[config.mk]
export PLATFORM = sky130hd
export DESIGN_NAME = video_frame_sync_ctrl
export DESIGN_NICKNAME = d
export VERILOG_FILES = /design/src/rtl/video_frame_sync_ctrl.sv
export SDC_FILE = /design/constraint.sdc
export NUM_CORES = 1
export LEC_CHECK = 0
export BUFFER_PORTS_ARGS = -buffer_cell sky130_fd_sc_hd__buf_2
export CAP_MARGIN = 5
export CORE_MARGIN = 1.5
export CORE_UTILIZATION = 30
export DETAILED_ROUTE_END_ITERATION = 10
export PLACE_DENSITY_LB_ADDON = 0.15
export SYNTH_ARGS = -nofsm -noshare
export SYNTH_HDL_FRONTEND = slang
export SYNTH_SLANG_ARGS = --single-unit
[constraint.sdc]
create_clock -name video_clk -period 2.04 [get_ports video_clk]
set_input_delay 0.102 -clock video_clk [delete_from_list [all_inputs] [get_ports video_clk]]
set_output_delay 0.102 -clock video_clk [all_outputs]
set_load 0.05 [all_outputs]
[src/rtl/video_frame_sync_ctrl.sv]
// Camera-to-display frame sync sequencer: aligns the timing generator to camera VS,
// resets and prefills the line FIFO, then releases display timing and watches for underflow.
module video_frame_sync_ctrl #(
    parameter int CNT_W              = 12,
    parameter int FILL_THRESH        = 800,
    parameter int RST_CYCLES         = 8,
    parameter int TIMEOUT_CYCLES     = 1048575,
    parameter int RESYNC_EVERY_FRAME = 0
) (
    input  logic             video_clk,
    input  logic             video_rst_n,
    input  logic             cam_vs,
    input  logic [CNT_W-1:0] fifo_rd_cnt,
    input  logic             fifo_empty,
    input  logic             timing_de,
    output logic             fifo_rst,
    output logic             timing_rst_n,
    output logic             locked,
    output logic             underflow,
    output logic [15:0]      underflow_cnt,
    output logic             timeout_err,
    output logic [2:0]       state_o
);

    typedef enum logic [2:0] {
        ST_IDLE      = 3'd0,
        ST_FIFO_RST  = 3'd1,
        ST_WAIT_FILL = 3'd2,
        ST_RUN       = 3'd3,
        ST_RESYNC    = 3'd4
    } state_t;

    localparam logic [CNT_W-1:0] FILL_LVL     = FILL_THRESH[CNT_W-1:0];
    localparam logic [19:0]      RST_LAST     = 20'(RST_CYCLES - 1);
    localparam logic [19:0]      TIMEOUT_LAST = 20'(TIMEOUT_CYCLES - 1);
    localparam logic             RESYNC_EN    = (RESYNC_EVERY_FRAME != 0);

    state_t      state_q, state_d;
    logic [19:0] cnt_q, cnt_d;
    logic        vs_sync1_q, vs_sync2_q, vs_sync3_q;
    logic        fifo_rst_q, timing_rst_n_q, locked_q, underflow_q, timeout_err_q;
    logic [15:0] underflow_cnt_q;
    logic        vs_rise_s, uf_s, fill_ok_s, timeout_set_s;

    assign vs_rise_s = vs_sync2_q & ~vs_sync3_q;
    assign uf_s      = timing_de & fifo_empty & (state_q == ST_RUN);
    assign fill_ok_s = (fifo_rd_cnt >= FILL_LVL);

    // Next-state and phase-counter logic of the sync sequencer
    always_comb begin
        state_d       = state_q;
        cnt_d         = cnt_q;
        timeout_set_s = 1'b0;
        case (state_q)
            ST_IDLE: begin
                if (vs_rise_s) begin
                    state_d = ST_FIFO_RST;
                    cnt_d   = 20'd0;
                end else begin
                    cnt_d = 20'd0;
                end
            end
            ST_FIFO_RST: begin
                if (cnt_q == RST_LAST) begin
                    state_d = ST_WAIT_FILL;
                    cnt_d   = 20'd0;
                end else begin
                    cnt_d = cnt_q + 20'd1;
                end
            end
            ST_WAIT_FILL: begin
                // Reaching the fill level wins over a coincident timeout
                if (fill_ok_s) begin
                    state_d = ST_RUN;
                    cnt_d   = 20'd0;
                end else if (cnt_q == TIMEOUT_LAST) begin
                    state_d       = ST_IDLE;
                    cnt_d         = 20'd0;
                    timeout_set_s = 1'b1;
                end else begin
                    cnt_d = cnt_q + 20'd1;
                end
            end
            ST_RUN: begin
                if (uf_s) begin
                    state_d = ST_RESYNC;
                end else if (RESYNC_EN && vs_rise_s) begin
                    state_d = ST_FIFO_RST;
                    cnt_d   = 20'd0;
                end else begin
                    state_d = ST_RUN;
                end
            end
            ST_RESYNC: begin
                if (vs_rise_s) begin
                    state_d = ST_FIFO_RST;
                    cnt_d   = 20'd0;
                end else begin
                    state_d = ST_RESYNC;
                end
            end
            default: begin
                state_d = ST_IDLE;
                cnt_d   = 20'd0;
            end
        endcase
    end

    // State register, VS synchroniser and registered outputs
    always_ff @(posedge video_clk or negedge video_rst_n) begin
        if (!video_rst_n) begin
            state_q         <= ST_IDLE;
            cnt_q           <= 20'd0;
            vs_sync1_q      <= 1'b0;
            vs_sync2_q      <= 1'b0;
            vs_sync3_q      <= 1'b0;
            fifo_rst_q      <= 1'b0;
            timing_rst_n_q  <= 1'b0;
            locked_q        <= 1'b0;
            underflow_q     <= 1'b0;
            underflow_cnt_q <= 16'd0;
            timeout_err_q   <= 1'b0;
        end else begin
            state_q        <= state_d;
            cnt_q          <= cnt_d;
            vs_sync1_q     <= cam_vs;
            vs_sync2_q     <= vs_sync1_q;
            vs_sync3_q     <= vs_sync2_q;
            fifo_rst_q     <= (state_d == ST_FIFO_RST);
            // Release only after a full cycle in RUN; drop together with leaving RUN
            timing_rst_n_q <= (state_q == ST_RUN) && (state_d == ST_RUN);
            locked_q       <= (state_q == ST_RUN) && (state_d == ST_RUN);
            underflow_q    <= uf_s;
            if (uf_s && (underflow_cnt_q != 16'hFFFF)) begin
                underflow_cnt_q <= underflow_cnt_q + 16'd1;
            end else begin
                underflow_cnt_q <= underflow_cnt_q;
            end
            timeout_err_q  <= timeout_err_q | timeout_set_s;
        end
    end

    assign fifo_rst      = fifo_rst_q;
    assign timing_rst_n  = timing_rst_n_q;
    assign locked        = locked_q;
    assign underflow     = underflow_q;
    assign underflow_cnt = underflow_cnt_q;
    assign timeout_err   = timeout_err_q;
    assign state_o       = state_q;

endmodule

==> summary.md <==
| Metric | Value |
|---|---|
| Grt ovf | 0 |
| Max IR drop VDD | 0.3622 mV |
| Die Area | 8412 um^2 |
| Mapped Area | 2361 um^2 |
| Fill cells | 813 |
| Clock sink total | 46 |
| CTS Buf Count | 5 |
| Pre-CTS setup slack | -0.05226 ns |
| Layout cell share with drive strength beyond 1 | 0.2535 |
| Final WS setup | 0.1570 ns |
| Net Count, Synth | 253 |
| Tmin final | 1.883 ns |
| Reg2Reg Launch Point | cnt_q[9] |
| Most frequent cells after synthesis | dfrtp_1, nand2_1, nor2_1 |
| Area delta synth->final | 23.74% |
| Clk buf depth | 2 |
| Hold slack | 0.01970 ns |
| Worst Setup End Kind | register |
| Largest net degree at the start of global routing | 26 |
| Max-Cap Viols | 0 |
| First-pass GRT wire length | 9.011 mm |
| Setup violators final | 0 |
| Share of the synthesized area in the top cell type | 0.4875 |
| Count leader, synth | dfrtp_1 |
| Status | complete, no violations |
| Post-Synthesis Cells | 233 |
| Hold Path Depth | 2 |
| WP data required | 2.23 ns |
| Switching power total | 0.001184 W |
| HPWL after DPL | 3.887 mm |
| M1 WL | 2.704 mm |
| Drt pass-1 iters | 4 |
| Number of port buffers | 35 |
| Vias in the first global route | 1,775 |
| CP Launch Type | register |
| Sw Share | 0.4014 |
| Setup CP Type | register to register |
| Site Rows | 32 |
| Seq/Total Area, Yosys | 0.4875 |
| Worst Hold Launch | timing_de |
| Yosys cell types | 46 |
| Clk pwr share | 0.233 |
| Ys flop type | dfrtp_1 |
| Pint | 0.001765 W |
| CTS tree | built |
| Top-Level Pins | 41 |
| Logic pwr share | 0.392 |
| Root buffer cell | clkbuf_8 |
| Hold Fails Final Rpt | 0 |
| Pleak | 1.326 nW |
| Antenna Nets Post-Route | 0 |
| Hold Path End | locked |
| Post-DR wirelength/cell | 13.35 um |
| R2R cell count | 5 |
| Clock Skews | 0.01373 ns |
| Post-CTS Setup Repair Bufs | 0 |
| Clock latency at the later pin of the worst-skew pair | 0.30 ns |
| Fmax | 531.1 MHz |
| H-tree Lvls | 2 |
| Dominant cell type by area after synthesis | dfrtp_1 |
| Sequential share of power | 0.375 |
| R2r endpoint | cnt_q[13] |
| Worst R2R Setup Slack | 0.16 ns |
| PD cells | 1009 nW/um^2 |
| Chip width | 91.72 um |
| Met3 Routed Length | 148 um |
| DIE HEIGHT | 91.72 um |
| Vias/cell | 4.738 |
| Total Wirelength | 5.207 mm |
| Main area contributors after synthesis | dfrtp_1, xnor2_1, nand2_1 |
| GR Util All Layers | 0.1347 |
| Critical path fanouts, max | 8 |
| Routed length on met2 | 2.299 mm |
| Slew Viols, Final | 0 |
| Core region area | 7687 um^2 |
| Final period utilization | 0.9230 |
| Type of the most critical hold path | primary input to register |
| WP data arrival | 2.07 ns |
| Initial antenna violation count | 0 |
| Max-Slew Margin vs Limit | 0.6415 |
| Synthesized area per cell | 10.13 um^2 |
| Gp weighted congestion | 0.7062 |
| DR iter-0 viols | 75 |
| Unrepaired setup endpoints after global routing | false |
| Worst Tran Pin Value | 0.5377 ns |
| Starting Density | 0.3071 |
| Antenna cells | 0 |
| Via Count | 1,848 |
| Yosys warns | 0 |
| DRC Markers | 0 |
| Yosys reg bits | 46 |
| CTS clock-pin slew for the worst setup and hold paths | 0.10 ns |
| Ys async rst share | 1.000 |
| Top Metal Used | met4 |
| Final #Nets | 307 |
| Number of synthesized flops with an enable pin | 0 |
## what timing repair did
action / CTS / global route
resized for setup: 1 / 4
hold buffers: 2 / 0
endpoints found under the hold margin: 22 / 0
setup endpoints to repair: 10 / 14
## layer usage
metal / GRT usage / up-vias
met4: 0.03462 / 0
met3: 0.02488 / 5
met2: 0.2046 / 32
met5: 0 / -
met1: 0.1970 / 875
li1: - / 936
## cell usage in the layout, fill, tap and decap left out, types with 3 or more instances in the layout
cell,Yosys,final
a21oi_1,6,6
xnor2_1,18,18
dfrtp_1,46,46
nor4_1,6,4
nor3_1,8,8
nand2_1,27,27
nand4_1,10,10
buf_4,1,15
xor2_1,9,9
and3_1,6,6
o211ai_1,3,3
clkbuf_8,0,5
nor2_1,23,23
and4_1,6,6
inv_1,8,8
nand3_1,12,11
ha_1,3,3
buf_2,3,35
o21ai_0,5,5
## area by class of cell
class                   count  area [um^2]  share of cell area
repair buffers             54        339.1              0.1161
inverters                   8        30.03             0.01028
clock buffers               6        72.57             0.02484
clock inverters             2        37.54             0.01285
multi-input cells         172         1164              0.3983
well taps                 102        127.6             0.04368
flip-flops and latches     46         1151              0.3940
## worst max-delay path, cell delays in order (launching register included)
cell and delay, ns:
dfrtp_1 0.44, or4b_4 0.56, o311a_4 0.38, nor3_4 0.19, buf_6 0.17, nor2_1 0.05
## per-stage QoR
step	setup TNS, ns	util	instances	instance area [um^2]	total power (W)
4_1_cts	0	0.3770	390	2898	0.002979
3_5_place_dp	-0.3616	0.3592	380	2761	0.002273
3_3_place_gp	0	0.3592	380	2761	0.002263
5_1_grt	0	0.3800	390	2922	0.003129
6_report	0	0.3800	390	2922	0.002949
2_1_floorplan	0	-	233	2361	0.001924
## power by group through the flow
stage | Clock, W | Sequential, W | Combinational (W)
3_3_place_gp | 0 | 0.00112 | 0.00114
2_1_floorplan | 0 | 0.00135 | 0.000574
6_report | 0.000686 | 0.00111 | 0.00116
3_5_place_dp | 0 | 0.00112 | 0.00115
5_1_grt | 0.000747 | 0.00112 | 0.00126
4_1_cts | 0.000717 | 0.00111 | 0.00116
## sequential cells by signal (all words and copies together), names as in the netlist
signal,count
vs_sync2_q,1
state_o,3
timeout_err,1
vs_sync3_q,1
fifo_rst,1
locked,1
cnt_q,20
underflow_cnt,16
underflow,1
vs_sync1_q,1
## worst max path at each step
stage | startpoint | to | slack [ns] | depth (start not counted)
2_1_floorplan | underflow_cnt[2] | underflow_cnt[15] | 0.03 | 5
3_3_place_gp | cnt_q[7] | cnt_q[15] | 0.02 | 6
3_5_place_dp | cnt_q[7] | cnt_q[13] | -0.05 | 6
4_1_cts | cnt_q[7] | cnt_q[13] | 0.04 | 6
5_1_grt | cnt_q[7] | cnt_q[13] | 0.02 | 6
6_report | cnt_q[9] | cnt_q[13] | 0.16 | 5
## logic make-up after synthesis
| logic type | synth area share |
|---|---|
| buffers and inverters | 0.03073 |
| AO/OA/AOI/OAI | 0.09805 |
| multiplexers | 0.01325 |
| adder cells (fa/ha/maj) | 0.01590 |
| AND/OR/NAND/NOR | 0.2544 |
| XOR/XNOR | 0.1002 |
| flip-flops | 0.4875 |
(Power assumes the default switching activity.)
